### config.mk
export PLATFORM = sky130hd
export DESIGN_NAME = clock_mode_ctrl
export DESIGN_NICKNAME = d
export VERILOG_FILES = /design/src/rtl/clock_mode_ctrl.sv
export SDC_FILE = /design/constraint.sdc
export NUM_CORES = 1
export LEC_CHECK = 0
export ABC_CLOCK_PERIOD_IN_PS = 2640
export BUFFER_PORTS_ARGS = -buffer_cell sky130_fd_sc_hd__buf_2
export CAP_MARGIN = 20
export CORE_UTILIZATION = 51
export DETAILED_ROUTE_END_ITERATION = 12
export HOLD_SLACK_MARGIN = 0.1
export PLACE_DENSITY = 0.69
export REMOVE_ABC_BUFFERS = 1
export SLEW_MARGIN = 10
export SYNTH_ARGS = -nofsm -noshare
export SYNTH_HDL_FRONTEND = slang
export SYNTH_SLANG_ARGS = --single-unit
### constraint.sdc
create_clock -name clk -period 2.64 [get_ports clk]
set_clock_uncertainty 0.1 [all_clocks]
set_input_delay 0.132 -clock clk [delete_from_list [all_inputs] [get_ports clk]]
set_output_delay 0.132 -clock clk [all_outputs]
set_load 0.005 [all_outputs]
### src/rtl/clock_mode_ctrl.sv
`default_nettype none
// ============================================================================
// Module   : clock_mode_ctrl
// Purpose  : Control front end for the seconds/minutes/hours counter block.
//            It synchronises and debounces the mode/up/down buttons and turns
//            clean presses into single-cycle pulses. It also divides clk down
//            to a 1 s tick. A RUN -> ADJ_HOUR -> ADJ_MIN -> RUN state machine
//            drives the counter enables, the count direction and a blink flag
//            for the display.
// Ports    : clk                    system clock, rising edge
//            rst                    asynchronous reset, active low
//            btn_mode/up/down       raw asynchronous buttons, active high
//            enable_seconds         1-cycle pulse per second (RUN only)
//            adjust_enable_minutes  1-cycle minute step (ADJ_MIN only)
//            adjust_enable_hours    1-cycle hour step (ADJ_HOUR only)
//            Up_down                count direction, 1 = up, 0 = down
//            mode_state             00 RUN, 01 ADJ_HOUR, 10 ADJ_MIN
//            blink                  display blink flag
// Options  : AUTO_REPEAT_EN - when defined, holding up/down in an adjust
//            state repeats the step after REPEAT_DLY cycles and then every
//            REPEAT_PER cycles.
// Revision : 1.0 - initial release
// ============================================================================
module clock_mode_ctrl #(
  parameter int TICK_DIV     = 100000000,
  parameter int DEBOUNCE_CYC = 1000000,
  parameter int SYNC_STAGES  = 2,
  parameter int BLINK_DIV    = 50000000,
  parameter int REPEAT_DLY   = 50000000,
  parameter int REPEAT_PER   = 20000000
) (
  input  logic       clk,
  input  logic       rst,
  input  logic       btn_mode,
  input  logic       btn_up,
  input  logic       btn_down,
  output logic       enable_seconds,
  output logic       adjust_enable_minutes,
  output logic       adjust_enable_hours,
  output logic       Up_down,
  output logic [1:0] mode_state,
  output logic       blink
);

  localparam int TICK_W  = $clog2(TICK_DIV);
  localparam int DB_W    = (DEBOUNCE_CYC > 1) ? $clog2(DEBOUNCE_CYC) : 1;
  localparam int BLINK_W = (BLINK_DIV > 1) ? $clog2(BLINK_DIV) : 1;

  if (TICK_DIV < 2 || DEBOUNCE_CYC < 1 || SYNC_STAGES < 2 || BLINK_DIV < 1 ||
      REPEAT_DLY < 1 || REPEAT_PER < 1) begin : g_param_check
    $error("clock_mode_ctrl: parameter out of range");
  end

  typedef enum logic [1:0] {
    RUN      = 2'b00,
    ADJ_HOUR = 2'b01,
    ADJ_MIN  = 2'b10
  } state_t;

  state_t state;

  // Button order: 0 = mode, 1 = up, 2 = down
  logic [2:0] raw_btn;
  logic [2:0] press;

  assign raw_btn = {btn_down, btn_up, btn_mode};

  // --------------------------------------------------------------------------
  // Per-button synchroniser, debouncer and press edge detector
  // --------------------------------------------------------------------------
  for (genvar b = 0; b < 3; b++) begin : g_btn
    logic [SYNC_STAGES-1:0] sync;
    logic [DB_W-1:0]        db_cnt;
    logic                   deb_lvl;
    logic                   deb_dly;

    always_ff @(posedge clk or negedge rst) begin
      if (!rst) begin
        sync    <= '0;
        db_cnt  <= '0;
        deb_lvl <= 1'b0;
        deb_dly <= 1'b0;
      end else begin
        sync    <= {sync[SYNC_STAGES-2:0], raw_btn[b]};
        deb_dly <= deb_lvl;
        // Count consecutive disagreeing samples; any agreeing one restarts.
        if (sync[SYNC_STAGES-1] == deb_lvl) begin
          db_cnt <= '0;
        end else if (db_cnt == DB_W'(DEBOUNCE_CYC - 1)) begin
          deb_lvl <= ~deb_lvl;
          db_cnt  <= '0;
        end else begin
          db_cnt <= db_cnt + 1'b1;
        end
      end
    end

    // Only the rising edge of the clean level is a press; releases are silent.
    assign press[b] = deb_lvl & ~deb_dly;
  end

  logic p_mode;
  logic p_up;
  logic p_down;
  logic single_press;
  logic rep_fire;
  logic rep_dir;
  logic step_req;
  logic step_dir;

  assign p_mode       = press[0];
  assign p_up         = press[1];
  assign p_down       = press[2];
  // Up and down pressed together cancel each other.
  assign single_press = p_up ^ p_down;
  assign step_req     = single_press | rep_fire;
  assign step_dir     = single_press ? p_up : rep_dir;

  // --------------------------------------------------------------------------
  // Optional auto-repeat while up or down stays held in an adjust state
  // --------------------------------------------------------------------------
`ifdef AUTO_REPEAT_EN
  localparam int REP_MAX = (REPEAT_DLY > REPEAT_PER) ? REPEAT_DLY : REPEAT_PER;
  localparam int REP_W   = (REP_MAX > 1) ? $clog2(REP_MAX) : 1;

  logic             rep_active;
  logic             rep_first;
  logic [REP_W-1:0] rep_cnt;
  logic             rep_hold;
  logic             rep_at_limit;

  // Holding stops counting if the button is released or both are held.
  assign rep_hold = rep_dir ? (g_btn[1].deb_lvl & ~g_btn[2].deb_lvl)
                            : (g_btn[2].deb_lvl & ~g_btn[1].deb_lvl);
  assign rep_at_limit = rep_first ? (rep_cnt == REP_W'(REPEAT_DLY - 1))
                                  : (rep_cnt == REP_W'(REPEAT_PER - 1));
  assign rep_fire = rep_active & rep_hold & ~p_mode & rep_at_limit;

  always_ff @(posedge clk or negedge rst) begin
    if (!rst) begin
      rep_active <= 1'b0;
      rep_first  <= 1'b1;
      rep_dir    <= 1'b1;
      rep_cnt    <= '0;
    end else if (state != RUN && !p_mode && single_press) begin
      rep_active <= 1'b1;
      rep_first  <= 1'b1;
      rep_dir    <= p_up;
      rep_cnt    <= '0;
    end else if (rep_active) begin
      if (p_mode || !rep_hold) begin
        rep_active <= 1'b0;
      end else if (rep_at_limit) begin
        rep_first <= 1'b0;
        rep_cnt   <= '0;
      end else begin
        rep_cnt <= rep_cnt + 1'b1;
      end
    end
  end
`else
  assign rep_fire = 1'b0;
  assign rep_dir  = 1'b1;
`endif

  // --------------------------------------------------------------------------
  // Mode FSM with tick divider, blink divider and registered outputs
  // --------------------------------------------------------------------------
  logic [TICK_W-1:0]  tick_cnt;
  logic [BLINK_W-1:0] blink_cnt;

  always_ff @(posedge clk or negedge rst) begin
    if (!rst) begin
      state                 <= RUN;
      tick_cnt              <= '0;
      blink_cnt             <= '0;
      enable_seconds        <= 1'b0;
      adjust_enable_minutes <= 1'b0;
      adjust_enable_hours   <= 1'b0;
      Up_down               <= 1'b1;
      blink                 <= 1'b0;
    end else begin
      enable_seconds        <= 1'b0;
      adjust_enable_minutes <= 1'b0;
      adjust_enable_hours   <= 1'b0;
      // The tick counter only runs in RUN; it sits at 0 everywhere else so
      // every RUN entry sees a full TICK_DIV period before the first tick.
      tick_cnt              <= '0;
      case (state)
        RUN: begin
          if (p_mode) begin
            state     <= ADJ_HOUR;
            blink     <= 1'b1;
            blink_cnt <= '0;
          end else if (tick_cnt == TICK_W'(TICK_DIV - 1)) begin
            enable_seconds <= 1'b1;
          end else begin
            tick_cnt <= tick_cnt + 1'b1;
          end
        end
        ADJ_HOUR, ADJ_MIN: begin
          if (p_mode) begin
            // Mode wins over a simultaneous up/down press.
            state     <= (state == ADJ_HOUR) ? ADJ_MIN : RUN;
            blink     <= (state == ADJ_HOUR);
            blink_cnt <= '0;
            if (state == ADJ_MIN) begin
              Up_down <= 1'b1;
            end
          end else begin
            if (blink_cnt == BLINK_W'(BLINK_DIV - 1)) begin
              blink     <= ~blink;
              blink_cnt <= '0;
            end else begin
              blink_cnt <= blink_cnt + 1'b1;
            end
            if (step_req) begin
              Up_down <= step_dir;
              if (state == ADJ_HOUR) begin
                adjust_enable_hours <= 1'b1;
              end else begin
                adjust_enable_minutes <= 1'b1;
              end
            end
          end
        end
        default: begin
          state     <= RUN;
          blink     <= 1'b0;
          blink_cnt <= '0;
          Up_down   <= 1'b1;
        end
      endcase
    end
  end

  assign mode_state = state;

endmodule
`default_nettype wire

==> impl_metrics.py <==
metrics = {
    "clocking": {
        "ctsResizeCount": 0,
        "clockBufferDepth": 2,
        "htree_num_levels": 4,
        "clock_sinks": 132,
        "clock_tree.root_cell": "clkbuf_16",
        "clkLatencyLatePin_ns": 0.42,
        "cts_tree": "done",
        "cts_inserted_buffers": 17,
        "clk_pin_slew_worst_paths_ns": 0.05,
    },
    "grt": {
        "grt.overflow.total": 0,
        "grt_usage_pct": 21.8,
        "grt_pass1_vias": 4832,
        "grt_pass1_wl_mm": 22.5,
        "antenna_found_initial": 0,
        "grt_max_degree": 56,
    },
    "critical_path": {
        "r2r_slack_ns": 0.26,
        "ff2ff_path_depth": 5,
        "cp.arrival_ns": 2.58,
        "crit_end": "blink_cnt[13]",
        "cpMaxStageDelayCell": "dfrtp_1",
        "reg2reg_from": "blink_cnt[14]",
        "cp-end-kind": "flop",
        "cp_max_fo": 15,
        "cpPeakStageDelay_ns": 0.43,
        "path_buf_inv": 0,
        "critPathRequiredTime_ns": 2.84,
        "critical_path_class": "reg2reg",
        "cp-start-kind": "flop",
        "r2r-end": "blink_cnt[13]",
        "cpLargestDelayFamily": "simple AND/OR/NAND/NOR gates",
        "cp_num_cells": 5,
        "startpoint": "blink_cnt[14]",
        "cp_cell_sequence": "nand4_1 -> nor3_1 -> a31oi_2 -> and2_2 -> a221o_1",
    },
    "drt": {
        "wl_mm": 13.1,
        "ant_nets": 0,
        "via_count": 4994,
        "first_iter_violations": 314,
        "dr.pass1.iters": 5,
        "vias_per_cell": 5.57,
        "drcViolationCount": 0,
        "wl_per_cell_um": 14.6,
    },
    "floorplanning": {
        "die-area_mm2": 0.0134,
        "die_y_um": 116,
        "rows": 41,
        "core_mm2": 0.0126,
        "die_width_um": 116,
        "ios": 12,
        "initial_core_util_pct": 52.2,
    },
    "timing": {
        "setup_viol": 0,
        "finalSetupTns_ns": 0,
        "fmax_mhz": 421,
        "maxSlewHeadroom_pct": 44.7,
        "maxSlewViolCount": 0,
        "worstMarginPinSlew_ns": 0.822,
        "period_share_pct": 90.0,
        "finalHoldViolations": 0,
        "period_minus_slack_ns": 2.38,
        "rsz0062_at_grt": "false",
    },
    "outcome": {
        "status": "finished, final reports clean",
    },
    "placed_design": {
        "dp_cells": 861,
        "dpl.hpwl_mm": 8.75,
        "port_buffers": 11,
        "place_congestion": 0.849,
    },
    "finish": {
        "most-common-layout-cells": "131 x dfrtp_1, 113 x nor2_1, 53 x nand2_1, 51 x nand3_1, 47 x xnor2_1",
        "final_common_cell": "dfrtp_1",
        "final_cell_count_no_fill": 896,
        "nets": 727,
        "area_growth_syn_to_layout_pct": 12.9,
        "diodes": 0,
        "n_fill_cell": 1121,
        "drive_gt1_share_pct": 9.94,
    },
    "min_path": {
        "min_path_type": "in2async",
    },
    "synth": {
        "synthCells": 688,
        "synth_top_area_share_pct": 49.8,
        "synthArstFlopShare_pct": 100,
        "avgSynthCellArea_um2": 9.57,
        "synth_ff_type": "dfrtp_1",
        "ys_top_cells_by_area": "dfrtp_1 50%, nor2_1 6.4%, xnor2_1 6.3%, xor2_1 4.3%, nand3_1 3.9%",
        "synth_area_leader_cell": "dfrtp_1",
        "synth_area_mm2": 0.00658,
        "ys_ff_latch": 132,
        "yosysUniqueCellTypes": 50,
        "synth-edff-count": 0,
        "synth_seq_area_share_pct": 50.2,
        "yosys_warnings": 0,
    },
    "power_and_ir_drop": {
        "ir_worst_vdd_mv": 0.497,
        "p_per_area_mw_per_mm2": 576,
        "p_leak_uw": 0.00320,
        "finalPower_uw": 4280,
    },
    "job": {
        "max_cap_violations": 0,
    },
}
-- how the worst min path moves through the flow --
stage	depth (start not counted)	slack, ns	end
final	2	0.15	tick_cnt[16]
after global routing	2	0.20	tick_cnt[25]
after CTS	2	0.16	g_btn[1].db_cnt[13]
after detailed placement	1	0.04	tick_cnt[16]
after global placement	1	0.03	tick_cnt[16]
after floorplan	0	-0.26	adjust_enable_hours
-- power breakdown --
group / switching (uW) / total [uW] / internal [uW]
Combinational: 64.9 / 90.3 / 25.4
Clock: 827 / 2130 / 1310
Sequential: 14.0 / 2050 / 2040
Total: 906 / 4280 / 3370
-- cell type report --
class / count / area [um^2] / share of cell area (%)
Tap cell: 172 / 215 / 2.90
Inverter: 20 / 75.1 / 1.01
Multi-Input combinational cell: 515 / 3100 / 41.8
Clock buffer: 22 / 454 / 6.11
Clock inverter: 9 / 82.6 / 1.11
Sequential cell: 132 / 3300 / 44.5
Timing Repair Buffer: 26 / 196 / 2.64
-- what timing repair did --
item / CTS / global route
buffers inserted: 0 / 0
endpoints found under the hold margin: 134 / 0
hold buffers: 4 / 0
-- flip-flops by register name (all words and copies together) (netlist names) --
register / cells
g_btn.db_cnt: 60
tick_cnt: 27
blink_cnt: 26
g_btn.sync: 6
g_btn.deb_dly: 3
g_btn.deb_lvl: 3
mode_state: 2
Up_down: 1
adjust_enable_hours: 1
adjust_enable_minutes: 1
blink: 1
enable_seconds: 1
-- Yosys cell counts, types with 4 or more instances --
| master | number |
|---|---|
| dfrtp_1 | 131 |
| nor2_1 | 113 |
| nand2_1 | 53 |
| nand3_1 | 51 |
| xnor2_1 | 47 |
| xor2_1 | 32 |
| and3_1 | 25 |
| nand4_1 | 25 |
| inv_1 | 20 |
| nor3_1 | 20 |
| a21oi_1 | 17 |
| o21ai_0 | 17 |
| a31oi_1 | 15 |
| nor4_1 | 15 |
| ha_1 | 10 |
| buf_2 | 9 |
| clkbuf_1 | 9 |
| and4_1 | 8 |
| or3_1 | 7 |
| mux2i_1 | 6 |
| and4_2 | 5 |
| mux2_2 | 5 |
| nand2b_1 | 5 |
| nor2b_1 | 4 |
-- cell families after synthesis --
kind of cell               Yosys count  share of synthesized area (%)
and+or+nand+nor                    353                           27.1
muxes                               11                           1.77
AOI/OAI and AO/OA                   62                           5.64
DFF                                132                           50.2
xor gates and xnor gates            79                           10.5
buffers and inverters               41                           2.93
adders and majority gates           10                           1.90
-- metrics by stage --
step | util, % | cell area, um^2 | hold WS [ns] | worst slack [ns]
5_1_grt | 58.9 | 7430 | 0.196 | 0.0598
4_1_cts | 58.9 | 7430 | 0.158 | 0.275
3_5_place_dp | 54.3 | 6850 | 0.0363 | 0.278
6_report | 58.9 | 7430 | 0.149 | 0.264
2_1_floorplan | - | 6470 | -0.264 | -0.492
3_3_place_gp | 54.3 | 6850 | 0.0289 | 0.264
-- routing by layer --
| metal | GRT usage, % | vias to the layer above | part of all wire [%] |
|---|---|---|---|
| met3 | 6.80 | 21 | 3.9 |
| met5 | 0 | - | 0 |
| met1 | 28.2 | 2423 | 47 |
| li1 | - | 2466 | - |
| met4 | 8.46 | 0 | 1.6 |
| met2 | 34.3 | 84 | 48 |
No activity file was read; power rests on OpenSTA's default activity.
